[src/rtl/disp_pkg.sv]
// Shared sizes and command encoding for the seven-segment text buffer controller.
// No logic; constants and types only.
// Imported by disp_buf_ctrl.
package disp_pkg;
   localparam int SLOTS = 8;
   localparam int SEG_W = 8;
   localparam int CNT_W = $clog2(SLOTS + 1);
   localparam logic [SEG_W-1:0] BLANK_SEG = 8'h00;

   typedef enum logic [1:0] {
      CMD_NONE,
      CMD_PUSH,
      CMD_BKSP,
      CMD_CLR
   } cmd_e;
endpackage

[src/rtl/btn_debounce.sv]
// Raw push-button to one-cycle press pulse: 2-flop sync, stability debounce, rising-edge detect.
// Latency: 2 sync cycles + DEB_CYCLES stable samples, pulse registered on the accepting edge.
// No backpressure; a press is a single-cycle pulse the consumer must capture.
module btn_debounce #(
   parameter int DEB_CYCLES = 1_000_000
) (
   input  logic clk,
   input  logic rst,
   input  logic btn,
   output logic press
);
   localparam int DW = $clog2(DEB_CYCLES + 1);

   logic          sync0;
   logic          sync1;
   logic          level;
   logic [DW-1:0] stable_cnt;

   always_ff @(posedge clk or negedge rst) begin
      if (!rst) begin
         sync0      <= 1'b0;
         sync1      <= 1'b0;
         level      <= 1'b0;
         stable_cnt <= '0;
         press      <= 1'b0;
      end else begin
         sync0 <= btn;
         sync1 <= sync0;
         press <= 1'b0;
         // Counter tracks how long the synchronized input has disagreed with the accepted level.
         if (sync1 == level) begin
            stable_cnt <= '0;
         end else if (stable_cnt == DW'(DEB_CYCLES - 1)) begin
            level      <= sync1;
            stable_cnt <= '0;
            press      <= sync1;
         end else begin
            stable_cnt <= stable_cnt + 1'b1;
         end
      end
   end
endmodule

[src/rtl/disp_buf_ctrl.sv]
// 8-slot seven-segment text buffer: push/backspace/clear arbitration and optional digit scan (DISP_SCAN_EN).
// Latency: push visible next cycle; button command executes the edge after its pending flag sets.
// char_ready drops for exactly one cycle while a button command is executed.
module disp_buf_ctrl #(
   parameter int SLOTS      = 8,
   parameter int SEG_W      = 8,
   parameter int DEB_CYCLES = 1_000_000,
   parameter int SCAN_DIV   = 100_000
) (
   input  logic                        clk,
   input  logic                        rst,
   input  logic                        char_valid,
   input  logic [SEG_W-1:0]            char_seg,
   output logic                        char_ready,
   input  logic                        bksp_btn,
   input  logic                        clr_btn,
   output logic [SLOTS*SEG_W-1:0]      seg_buf,
   output logic [disp_pkg::CNT_W-1:0]  count,
   output logic                        full,
   output logic [SLOTS-1:0]            an,
   output logic [SEG_W-1:0]            seg
);
   import disp_pkg::*;

   localparam int BUF_W = SLOTS * SEG_W;

   logic             bksp_press;
   logic             clr_press;
   logic             clr_p;
   logic             bksp_p;
   logic [BUF_W-1:0] buf_q;
   logic [CNT_W-1:0] cnt_q;
   cmd_e             cmd;

   btn_debounce #(.DEB_CYCLES(DEB_CYCLES)) u_bksp_deb (
      .clk   (clk),
      .rst   (rst),
      .btn   (bksp_btn),
      .press (bksp_press)
   );

   btn_debounce #(.DEB_CYCLES(DEB_CYCLES)) u_clr_deb (
      .clk   (clk),
      .rst   (rst),
      .btn   (clr_btn),
      .press (clr_press)
   );

   assign char_ready = ~clr_p & ~bksp_p;
   assign seg_buf    = buf_q;
   assign count      = cnt_q;
   assign full       = (cnt_q == CNT_W'(SLOTS));

   always_comb begin
      cmd = CMD_NONE;
      if (clr_p)
         cmd = CMD_CLR;
      else if (bksp_p)
         cmd = CMD_BKSP;
      else if (char_valid && char_seg != BLANK_SEG)
         cmd = CMD_PUSH;
   end

   always_ff @(posedge clk or negedge rst) begin
      if (!rst) begin
         clr_p  <= 1'b0;
         bksp_p <= 1'b0;
         buf_q  <= '0;
         cnt_q  <= '0;
      end else begin
         // A press landing on a cycle whose flag is already being executed merges into that execution.
         clr_p  <= clr_p ? 1'b0 : clr_press;
         bksp_p <= (clr_p || bksp_p) ? 1'b0 : bksp_press;
         case (cmd)
            CMD_CLR: begin
               buf_q <= '0;
               cnt_q <= '0;
            end
            CMD_BKSP: begin
               if (cnt_q != '0) begin
                  buf_q <= {BLANK_SEG, buf_q[BUF_W-1:SEG_W]};
                  cnt_q <= cnt_q - 1'b1;
               end
            end
            CMD_PUSH: begin
               buf_q <= {buf_q[BUF_W-SEG_W-1:0], char_seg};
               if (cnt_q != CNT_W'(SLOTS))
                  cnt_q <= cnt_q + 1'b1;
            end
            default: ;
         endcase
      end
   end

`ifdef DISP_SCAN_EN
   localparam int DIV_W = (SCAN_DIV > 1) ? $clog2(SCAN_DIV) : 1;
   localparam int IDX_W = (SLOTS > 1) ? $clog2(SLOTS) : 1;

   logic [DIV_W-1:0] div_q;
   logic [IDX_W-1:0] idx_q;

   always_ff @(posedge clk or negedge rst) begin
      if (!rst) begin
         div_q <= '0;
         idx_q <= '0;
         an    <= '1;
         seg   <= BLANK_SEG;
      end else begin
         if (div_q == DIV_W'(SCAN_DIV - 1)) begin
            div_q <= '0;
            idx_q <= (idx_q == IDX_W'(SLOTS - 1)) ? '0 : idx_q + 1'b1;
         end else begin
            div_q <= div_q + 1'b1;
         end
         an  <= ~(SLOTS'(1) << idx_q);
         seg <= buf_q[idx_q*SEG_W +: SEG_W];
      end
   end
`else
   assign an  = '1;
   assign seg = BLANK_SEG;
`endif
endmodule

[config.mk]
export PLATFORM = sky130hd
export DESIGN_NAME = disp_buf_ctrl
export DESIGN_NICKNAME = d
export VERILOG_FILES = /design/src/rtl/disp_pkg.sv /design/src/rtl/btn_debounce.sv /design/src/rtl/disp_buf_ctrl.sv
export SDC_FILE = /design/constraint.sdc
export NUM_CORES = 1
export LEC_CHECK = 0
export BUFFER_PORTS_ARGS = -buffer_cell sky130_fd_sc_hd__buf_2
export CAP_MARGIN = 40
export CORE_MARGIN = 2
export CORE_UTILIZATION = 55
export DETAILED_ROUTE_END_ITERATION = 6
export PLACE_DENSITY = 0.82
export SYNTH_ARGS = -nofsm -noshare
export SYNTH_HDL_FRONTEND = slang
export SYNTH_SLANG_ARGS = --single-unit
[constraint.sdc]
create_clock -name clk -period 3.08 [get_ports clk]
set_clock_uncertainty 0.1 [all_clocks]
set_input_delay 0.462 -clock clk [delete_from_list [all_inputs] [get_ports clk]]
set_output_delay 0.462 -clock clk [all_outputs]
set_load 0.02 [all_outputs]
==> summary.txt <==
Clock network
  • CTS tree: built
  • Root buffer cell: clkbuf_8
  • Post-CTS resize count: 0
  • Total CTS buffers: 17
  • Clk sink count: 118
  • Clk slew on worst S/H paths: 0.06 ns
  • Clk_lat worst skew: 0.52 ns
  • H-tree depth: 4
  • Max Buffers Root-to-Sink: 2

Placement
  • Global placement routability congestion: 0.813
  • I/O Buffers: 82
  • Placed Area: 6230 um2
  • HPWL after DPL: 8310 um

Drt
  • TritonRoute pass-1 iters: 5
  • Routed wire length: 12,700 um
  • Drt drc: 0
  • Via Count: 4,311
  • Wire per inst: 17.7 um
  • Via-per-instance ratio: 6.00
  • DRT iter0 DRCs: 364
  • Remaining antenna violation count: 0

Synthesis
  • Post-synthesis cell type count: 52
  • Largest family of logic cells by synthesized area: compound AO/OA/AOI/OAI gates
  • Yosys reg bits: 118
  • Number of flops mapped to enable cells by yosys: 0
  • Complex-gate fraction of the synthesized area: 14.3%
  • Post-Synth XOR/XNOR Area: 4.56%
  • Gate Count Post-Synth: 485
  • Syn Area/Cell: 11.9 um2
  • Top_reg_cell synth: dfrtp_1
  • Simple-gate share of the synthesized area: 12.2%
  • Adder and majority gate portion of the synthesized area: 1.22%
  • Ys Warns: 0
  • Asr flop ratio synth: 100%
  • Syn Std Cell Area: 5760 um2
  • Fraction of synthesized area in multiplexers: 11.5%
  • Register area share after synthesis: 51.3%

STA
  • Slew @ Worst Pin: 0.693 ns
  • Setup TNS: 0 ns
  • Final Max Slew Viols: 0
  • Tmin final: 2.64 ns
  • Fmax: 0.379 GHz
  • RSZ-0062 raised after global routing: false
  • Final hold viol count: 0
  • Relative slew slack: 53.8%
  • Final setup viols: 0
  • Final Cycle Share: 85.8%

Floorplan
  • # rows: 37
  • Initial Utilization: 56.3%
  • Num ports: 99
  • Die area: 11,300 um2
  • Die H: 106 um
  • Die W: 106 um
  • Core area: 10,200 um2

Worst setup path
  • Worst R2R End: count[3]
  • CP required: 3.40 ns
  • Worst r2r src: clr_p
  • Setup crit start kind: register
  • Critical path capture point type: register
  • CP startpoint: clr_p
  • R2R depth: 9
  • CP max FO: 7
  • Setup CP Type: reg -> reg
  • Reg2Reg Setup Slack: 0.44 ns
  • CP Data Arrival Time: 2.96 ns

GRT
  • Largest net degree at the start of global routing: 65
  • Vias in the first global route: 4,232
  • First-pass GRT wire length: 21,500 um
  • GRT Total Usage: 24.1%
  • Initial antenna violation count: 0
  • GR Overflow Total: 0

Power
  • Pwr dens: 615 nW/um2
  • Peak VDD IR: 0.323 mV
  • Power Total: 4.22 mW
  • Pleak: 3.37 nW

Worst hold path
  • Hold path start: char_seg[3]
  • Hold path depth: 3
  • Hold crit path type: in -> reg
  • Worst Hold End: seg_buf[3]

Outcome
  • Status: finished clean

Final layout
  • Most common cell after layout, fill and taps aside: dfrtp_1
  • Finished Cell Area: 6860 um2
  • Area grow syn2layout: 19.2%
  • Diodes inserted: 0
  • Most frequent cells in the layout: 118 x dfrtp_1, 81 x buf_2, 64 x a22o_1, 57 x mux2_2, 34 x nor2_1
  • Final Util: 67.1%
  • Total Nets Final: 588
  • Layout cells sized above 1: 32.3%

Job
  • Max-cap viol count: 0
==> stage by stage <==
step,worst slack [ns],hold slack (ns),instances
floorplan,0.284,0.0664,499
global placement,0.376,0.236,684
global route,0.196,0.218,718
CTS,0.430,0.208,718
detailed placement,0.272,0.236,684
finish,0.438,0.219,718
==> power by group <==
| part | leakage (nW) | switching, mW | total (mW) | internal (mW) |
|---|---|---|---|---|
| Clock | 0.297 | 0.667 | 2.01 | 1.34 |
| Combinational | 1.46 | 0.305 | 0.507 | 0.202 |
| Sequential | 1.61 | 0.0889 | 1.71 | 1.62 |
| Total | 3.37 | 1.06 | 4.22 | 3.16 |
==> routing by layer <==
| metal | part of all wire, % | wire [um] | global-route usage, % |
|---|---|---|---|
| met1 | 44 | 5630 | 32.3 |
| met2 | 50 | 6330 | 39.2 |
| met3 | 4.9 | 617 | 5.89 |
| met4 | 0.82 | 104 | 6.86 |
| met5 | 0 | 0 | 0 |
==> flip-flops by register name, summed over array words and instances (netlist names), 4 cells and up <==
register               cells
count                      4
u_clr_deb.stable_cnt      20
seg_buf                   64
u_bksp_deb.stable_cnt     20
==> cells by family after synthesis <==
family	after synthesis
flip-flops	118
multiplexers	59
other	2
buffers and inverters	47
XOR/XNOR	30
adder cells (fa/ha/maj)	5
AO/OA/AOI/OAI	99
AND/OR/NAND/NOR	125
==> synth_stat cells, drive strengths merged (4+ instances only) <==
cell type | instances | area [um2]
xnor2 | 13 | 114
and4 | 6 | 52.6
buf | 29 | 206
clkbuf | 11 | 41.3
mux2 | 58 | 653
nor3 | 4 | 20.0
or3 | 6 | 37.5
or4 | 8 | 71.3
ha | 4 | 50.1
nand3 | 15 | 75.1
a21oi | 11 | 55.1
xor2 | 17 | 149
nand2 | 13 | 48.8
a22o | 64 | 561
nor4 | 4 | 25.0
o31ai | 6 | 45.0
inv | 7 | 26.3
nor2 | 35 | 131
dfrtp | 118 | 2950
o21ai | 8 | 55.1
and2 | 6 | 37.5
nand4 | 12 | 75.1
and3 | 4 | 25.0
==> worst max-delay path, cell delays in order, from the launching register on <==
cell      delay, ns
dfrtp_1        0.46
or2_2          0.33
inv_1          0.24
o211a_2        0.25
inv_1          0.08
ha_1           0.27
a21o_1         0.15
a21oi_1        0.30
o31ai_1        0.11
a221oi_1       0.26
==> final cells by class <==
type,count,area [um2]
Clock inverter,10,153
Timing Repair Buffer,92,508
Sequential cell,118,2950
Clock buffer,21,449
Multi-Input combinational cell,334,2600
Inverter,7,26.3
Tap cell,136,170
Fill cell,751,3370
==> how the worst max path moves through the flow <==
stage	endpoint	slack, ns	cells past startpoint
global placement	count[3]	0.38	9
global route	count[3]	0.20	9
floorplan	count[3]	0.28	10
CTS	count[3]	0.43	9
detailed placement	count[3]	0.27	9
finish	count[3]	0.44	9
==> timing repair <==
action | in CTS | in global routing
buffers inserted | 0 | 0
endpoints found under the setup margin | 0 | 0
hold buffers | 3 | 0
endpoints found under the hold margin | 43 | 0
Power figures use the tool's default switching activity.
